### config.mk
export PLATFORM = sky130hd
export DESIGN_NAME = axis_mash11_decim
export DESIGN_NICKNAME = d
export VERILOG_FILES = /design/src/rtl/axis_mash_pkg.sv /design/src/rtl/axis_mash_cic_int.sv /design/src/rtl/axis_mash11_decim.sv
export SDC_FILE = /design/constraint.sdc
export NUM_CORES = 1
export LEC_CHECK = 0
export ABC_AREA = 1
export BUFFER_PORTS_ARGS = -buffer_cell sky130_fd_sc_hd__buf_2
export CAP_MARGIN = 20
export CORE_MARGIN = 2
export CORE_UTILIZATION = 60
export DETAILED_ROUTE_END_ITERATION = 10
export GPL_TIMING_DRIVEN = 0
export PLACE_DENSITY = 0.85
export SETUP_SLACK_MARGIN = 0.3
export SLEW_MARGIN = 25
export SYNTH_ARGS = -nofsm -noshare
export SYNTH_HDL_FRONTEND = slang
export SYNTH_SLANG_ARGS = --single-unit
export TNS_END_PERCENT = 50
### constraint.sdc
create_clock -name aclk -period 7.6 [get_ports aclk]
set_input_delay 0.76 -clock aclk [delete_from_list [all_inputs] [get_ports aclk]]
set_output_delay 0.76 -clock aclk [all_outputs]
set_load 0.01 [all_outputs]
### src/rtl/axis_mash_pkg.sv
// Shared definitions for the MASH 1-1 receive-side decimator.
// Holds the width/shift derivations, the comb sequencer states and the
// legal MASH 1-1 code range.
package axis_mash_pkg;

  // A MASH 1-1 code stream only ever carries -1, 0, 1 or 2
  localparam int MASH_MIN = -1;
  localparam int MASH_MAX = 2;

  typedef enum logic [1:0] {
    ST_IDLE,
    ST_COMB,
    ST_NORM,
    ST_HOLD
  } comb_state_e;

  function automatic int log2c(input int v);
    return $clog2(v);
  endfunction

  // Integrator width: input width plus the CIC bit growth N*log2(R)
  function automatic int cic_bi(input int dac_bw, input int n_stages, input int decim);
    return dac_bw + n_stages * log2c(decim);
  endfunction

  // Right-shift that maps the CIC gain R^N onto the output word width
  function automatic int cic_shift(input int n_stages, input int decim, input int width);
    return n_stages * log2c(decim) - width;
  endfunction

endpackage

### src/rtl/axis_mash_cic_int.sv
// One CIC integrator stage: accumulates din on every enabled cycle.
// The accumulator wraps modulo 2^BI on purpose; the combs cancel the wrap.
module axis_mash_cic_int #(
  parameter int BI = 21
) (
  input  logic                 aclk,
  input  logic                 arst,
  input  logic                 en,
  input  logic signed [BI-1:0] din,
  output logic signed [BI-1:0] q
);

  // Wrapping accumulator, advanced only on accepted input beats
  always_ff @(posedge aclk or posedge arst) begin
    if (arst) q <= '0;
    else if (en) q <= q + din;
  end

endmodule

### src/rtl/axis_mash11_decim.sv
// MASH 1-1 code stream -> WIDTH-bit unsigned samples.
// N_STAGES wrapping integrators run at the input rate; one time-multiplexed
// comb evaluates one stage per cycle after each decimation strobe, then the
// result is scaled, saturated and held on the output stream.
// Optional build macro DECIM_ROUND_EN: round half up before the scale shift
// instead of truncating.
module axis_mash11_decim
  import axis_mash_pkg::*;
#(
  parameter int WIDTH    = 16,
  parameter int DAC_BW   = 3,
  parameter int DECIM    = 64,
  parameter int N_STAGES = 3
) (
  input  logic                     aclk,
  input  logic                     arst,
  input  logic signed [DAC_BW-1:0] s_axis_data_tdata,
  input  logic                     s_axis_data_tvalid,
  output logic                     s_axis_data_tready,
  output logic [WIDTH-1:0]         m_axis_data_tdata,
  output logic                     m_axis_data_tuser,
  output logic                     m_axis_data_tvalid,
  input  logic                     m_axis_data_tready
);

  localparam int LD = log2c(DECIM);
  localparam int BI = cic_bi(DAC_BW, N_STAGES, DECIM);
  localparam int S  = cic_shift(N_STAGES, DECIM, WIDTH);
  localparam int SR = (S >= 0) ? S : 0;
  localparam int SL = (S < 0) ? -S : 0;
  localparam int EW = BI + WIDTH + 2;
  localparam int SW = (N_STAGES > 1) ? $clog2(N_STAGES) : 1;
  localparam logic [LD-1:0] LAST = LD'(DECIM - 1);
`ifdef DECIM_ROUND_EN
  localparam int RS = (S > 0) ? S - 1 : 0;
  localparam logic signed [EW-1:0] HALF = EW'(1) <<< RS;
`endif

  // Sign-extend, optionally round, then shift the comb result to WIDTH scale
  function automatic logic signed [EW-1:0] scale(input logic signed [BI-1:0] v);
    logic signed [EW-1:0] x;
    x = {{(EW-BI){v[BI-1]}}, v};
    if (S >= 0) begin
`ifdef DECIM_ROUND_EN
      if (S > 0) x = x + HALF;
`endif
      x = x >>> SR;
    end else begin
      x = x <<< SL;
    end
    return x;
  endfunction

  // Clip to [0, 2^WIDTH-1]; MSB of the result flags a clipped sample
  function automatic logic [WIDTH:0] saturate(input logic signed [EW-1:0] x);
    if (x[EW-1]) return {1'b1, {WIDTH{1'b0}}};
    if (|x[EW-2:WIDTH]) return {1'b1, {WIDTH{1'b1}}};
    return {1'b0, x[WIDTH-1:0]};
  endfunction

  comb_state_e           state;
  logic                  rdy_p0;
  logic [LD-1:0]         phase_p0;
  logic                  busy;
  logic                  beat;
  logic                  strobe;
  logic [SW-1:0]         stg_p1;
  logic signed [BI-1:0]  comb_p1;
  logic signed [BI-1:0]  dly_p1 [N_STAGES];
  logic [WIDTH-1:0]      dout_p2;
  logic                  user_p2;
  logic                  vld_p2;
  logic signed [BI-1:0]  int_din [N_STAGES];
  logic signed [BI-1:0]  int_q   [N_STAGES];

  // A pending output only blocks the beat that would raise the next strobe;
  // a HOLD that is being drained this cycle counts as free.
  assign busy   = (state != ST_IDLE) && !((state == ST_HOLD) && m_axis_data_tready);
  assign s_axis_data_tready = rdy_p0 && !((phase_p0 == LAST) && busy);
  assign beat   = s_axis_data_tvalid && s_axis_data_tready;
  assign strobe = beat && (phase_p0 == LAST);

  // ---- stage p0: integrator chain at input rate ----
  assign int_din[0] = {{(BI-DAC_BW){s_axis_data_tdata[DAC_BW-1]}}, s_axis_data_tdata};

  for (genvar k = 0; k < N_STAGES; k++) begin : g_int
    if (k > 0) begin : g_chain
      assign int_din[k] = int_q[k-1];
    end
    axis_mash_cic_int #(.BI(BI)) u_int (
      .aclk (aclk),
      .arst (arst),
      .en   (beat),
      .din  (int_din[k]),
      .q    (int_q[k])
    );
  end

  // Input ready comes up on the first clock after reset release
  always_ff @(posedge aclk or posedge arst) begin
    if (arst) rdy_p0 <= 1'b0;
    else rdy_p0 <= 1'b1;
  end

  // Decimation phase, one step per accepted beat
  always_ff @(posedge aclk or posedge arst) begin
    if (arst) phase_p0 <= '0;
    else if (beat) phase_p0 <= phase_p0 + LD'(1);
  end

  // ---- stage p1: serial comb, stage p2: normalised output hold ----
  // Comb sequencer: latch, N comb cycles, normalise, hold until taken
  always_ff @(posedge aclk or posedge arst) begin
    if (arst) begin
      state   <= ST_IDLE;
      stg_p1  <= '0;
      comb_p1 <= '0;
      for (int k = 0; k < N_STAGES; k++) dly_p1[k] <= '0;
      dout_p2 <= '0;
      user_p2 <= 1'b0;
      vld_p2  <= 1'b0;
    end else begin
      case (state)
        ST_IDLE: begin
          if (strobe) begin
            comb_p1 <= int_q[N_STAGES-1];
            stg_p1  <= '0;
            state   <= ST_COMB;
          end
        end
        ST_COMB: begin
          comb_p1        <= comb_p1 - dly_p1[stg_p1];
          dly_p1[stg_p1] <= comb_p1;
          if (stg_p1 == SW'(N_STAGES - 1)) state <= ST_NORM;
          else stg_p1 <= stg_p1 + SW'(1);
        end
        ST_NORM: begin
          {user_p2, dout_p2} <= saturate(scale(comb_p1));
          vld_p2 <= 1'b1;
          state  <= ST_HOLD;
        end
        ST_HOLD: begin
          if (m_axis_data_tready) begin
            vld_p2 <= 1'b0;
            if (strobe) begin
              comb_p1 <= int_q[N_STAGES-1];
              stg_p1  <= '0;
              state   <= ST_COMB;
            end else begin
              state <= ST_IDLE;
            end
          end
        end
        default: state <= ST_IDLE;
      endcase
    end
  end

  assign m_axis_data_tdata  = dout_p2;
  assign m_axis_data_tuser  = user_p2;
  assign m_axis_data_tvalid = vld_p2;

endmodule

==> impl_metrics.yaml <==
run_status:
  outcome: "complete, no violations"
route:
  ant_nets: 0
  drcViolationCount: 0
  wl_per_cell_um: 16.6
  wl_um: 34600
  vias_per_cell: 5.76
  initialDrtViolationCount: 878
  drtPass1Iterations: 6
  vias: 12000
layout:
  n_fill_cell: 1783
  antennaDiodeCount: 0
  area.growth.synth_to_final_pct: 8.81
  drive_gt1_frac: 0.0518
  fin_nets: 1901
  final_cell_mix: "nand2_1 (619), dfrtp_1 (176), o21ai_0 (170)"
  layout_commonest_cell: "nand2_1"
clocking:
  clk_pin_slew_worst_paths_ns: 0.08
  post_cts_buffers: 0
  htreeDepth: 4
  clock_sinks: 176
  ctsResizeCount: 0
  clk_latency_ns: 0.45
  root_buffer: "clkbuf_16"
  cts.path.max_buffers: 2
  cts_buffers: 17
  hold_buffers: 0
  tritoncts: "done"
die:
  die_h_um: 146
  core-area_um2: 20000
  fp-row-count: 52
  io_pins: 26
  die_area_um2: 21400
  start_util: 0.607
  die_w_um: 146
synth:
  syn_area_per_cell_um2: 6.92
  synth_nets: 1856
  synth-main-ff-cell: "dfrtp_1"
  synth_area_leaders: "dfrtp_1 (36%), nand2_1 (19%), ha_1 (9.1%)"
  ys_ff_latch: 176
  synth_area_um2: 12200
  ys_seq_area_frac: 0.362
  async_reset_ff_frac: 1.00
  netlist_instances: 1757
  ys.warnings.count: 0
  synth-edff-count: 0
  ys_types: 37
  synth_top_area_frac: 0.362
  yosys.area.top_type: "dfrtp_1"
grt:
  antenna_found_initial: 1
  grt_pass1_wl_um: 55800
  first_global_vias: 11500
  grt_max_degree: 93
  grt_usage: 0.327
  grt_overflow: 0
worst_setup_path:
  worstSetupPathType: "reg -> reg"
  r2r-end: "comb_p1[6]$_DFFE_PP0P_"
  slowest_delay_ns: 0.59
  rr_startpoint: "stg_p1[0]$_DFFE_PP0P_"
  r2r_slack_ns: 4.17
  cp_common_cell: "nand2_1"
  critPathArrivalTime_ns: 3.76
  crit_slowest_cell: "clkbuf_1"
  critPathLaunchType: "flip-flop"
  crit_family: "simple AND/OR/NAND/NOR gates"
  reg2regPathDepth: 16
  endpoint_kind: "flip-flop"
  crit_chain: "inv_1 > clkbuf_1 > nor2_1 > o21ai_0 > ha_1 > fa_1 > inv_1 > nand3_1 > nand3_1 > nand2_1 > nand2_1 > or2_2 > nand3_1 > o21ai_0 > nand2_1 > nand2_1"
  required_ns: 7.94
  cp_num_buf_inv: 3
  cp_max_fo: 11
place:
  globalplace.congestion: 0.986
  port_buffers: 25
  hpwl_um: 26200
timing:
  hold_viol_final: 0
  finalClockSkew_ns: 0.0110
  slew_headroom: 0.508
  tightest_slew_ns: 0.737
  fin_tns_setup_ns: 0
  max_freq_ghz: 0.292
  rsz0062_at_grt: "no"
  setup_viol: 0
  min_period_ns: 3.43
  final.period_utilization: 0.451
  slew_violations: 0
min_path:
  hold_class: "in -> async"
run:
  maxCapViolCount: 0
==> metrics by stage <==
step	cell area (um^2)	setup slack, ns	utilization	cells	hold WS, ns
detailed placement	12700	4.37	0.631	2053	0.461
finish	13200	4.17	0.660	2084	0.391
global placement	12600	0.136	0.630	2052	0.458
global route	13200	4.02	0.660	2084	0.458
CTS	13200	4.29	0.660	2084	0.435
floorplan	12200	2.07	-	1757	0.442
==> how the worst max path moves through the flow <==
stage / cells after the start / slack [ns] / to / start
after floorplan: 1 / 2.07 / comb_p1[0]$_DFFE_PP0P_ / arst
after global placement: 2 / 0.14 / g_int[1].u_int.q[16]$_DFFE_PP0N_ / arst
after detailed placement: 16 / 4.37 / comb_p1[6]$_DFFE_PP0P_ / stg_p1[0]$_DFFE_PP0P_
after CTS: 16 / 4.29 / comb_p1[6]$_DFFE_PP0P_ / stg_p1[0]$_DFFE_PP0P_
after global routing: 16 / 4.02 / comb_p1[6]$_DFFE_PP0P_ / stg_p1[1]$_DFFE_PP0P_
final: 16 / 4.17 / comb_p1[6]$_DFFE_PP0P_ / stg_p1[0]$_DFFE_PP0P_
==> layer usage <==
metal / vias up / track usage / routed length (um)
li1: 5840 / - / -
met1: 5607 / 0.388 / 14000
met2: 424 / 0.564 / 16700
met3: 134 / 0.0531 / 1890
met4: 2 / 0.186 / 1990
met5: - / 0 / 13
==> cell families (layout without fill, tap and decap cells) <==
kind of cell,Yosys count,after routing,synth area share
flops,176,176,0.362
fa+ha+maj,92,92,0.0972
xor+xnor,24,24,0.0173
compound gates,305,305,0.136
other cells,1,1,0.000309
buf+inv,208,265,0.0673
simple gates,951,951,0.320
==> registers in the layout (all words and copies together) (netlist names) <==
| register | cells |
|---|---|
| dly_p1 | 63 |
| m_axis_data_tuser | 1 |
| state | 2 |
| g_int.u_int.q | 63 |
| phase_p0 | 6 |
| rdy_p0 | 1 |
| m_axis_data_tvalid | 1 |
| m_axis_data_tdata | 16 |
| comb_p1 | 21 |
| stg_p1 | 2 |
==> synthesized netlist by cell type (3+ instances only) <==
cell       instances
dfrtp_1          176
o21ai_1            8
or2_2             10
buf_4              3
a2bb2oi_1         18
o21bai_1           9
a21oi_1           91
fa_1               4
nand3_1          107
nand3b_1           9
buf_2             15
inv_2              3
o211ai_1           3
nor3_1            10
and2_1             8
xor2_1            12
o21ai_0          170
nand2_1          619
xnor2_1           12
nand4_1           29
clkbuf_1          25
nor2_1           155
inv_1            160
ha_1              88
==> cell type report <==
class	count	area (um^2)	share of cell area
Sequential cell	176	4400	0.333
Timing Repair Buffer	26	153	0.0115
Buffer	44	203	0.0153
Tap cell	270	338	0.0255
Multi-Input combinational cell	1373	6930	0.524
Clock buffer	17	425	0.0322
Inverter	164	623	0.0471
Clock inverter	14	148	0.0112
Power is not shown: default switching activity piles up to over one toggle a cycle in this logic, so the estimate is an artifact.
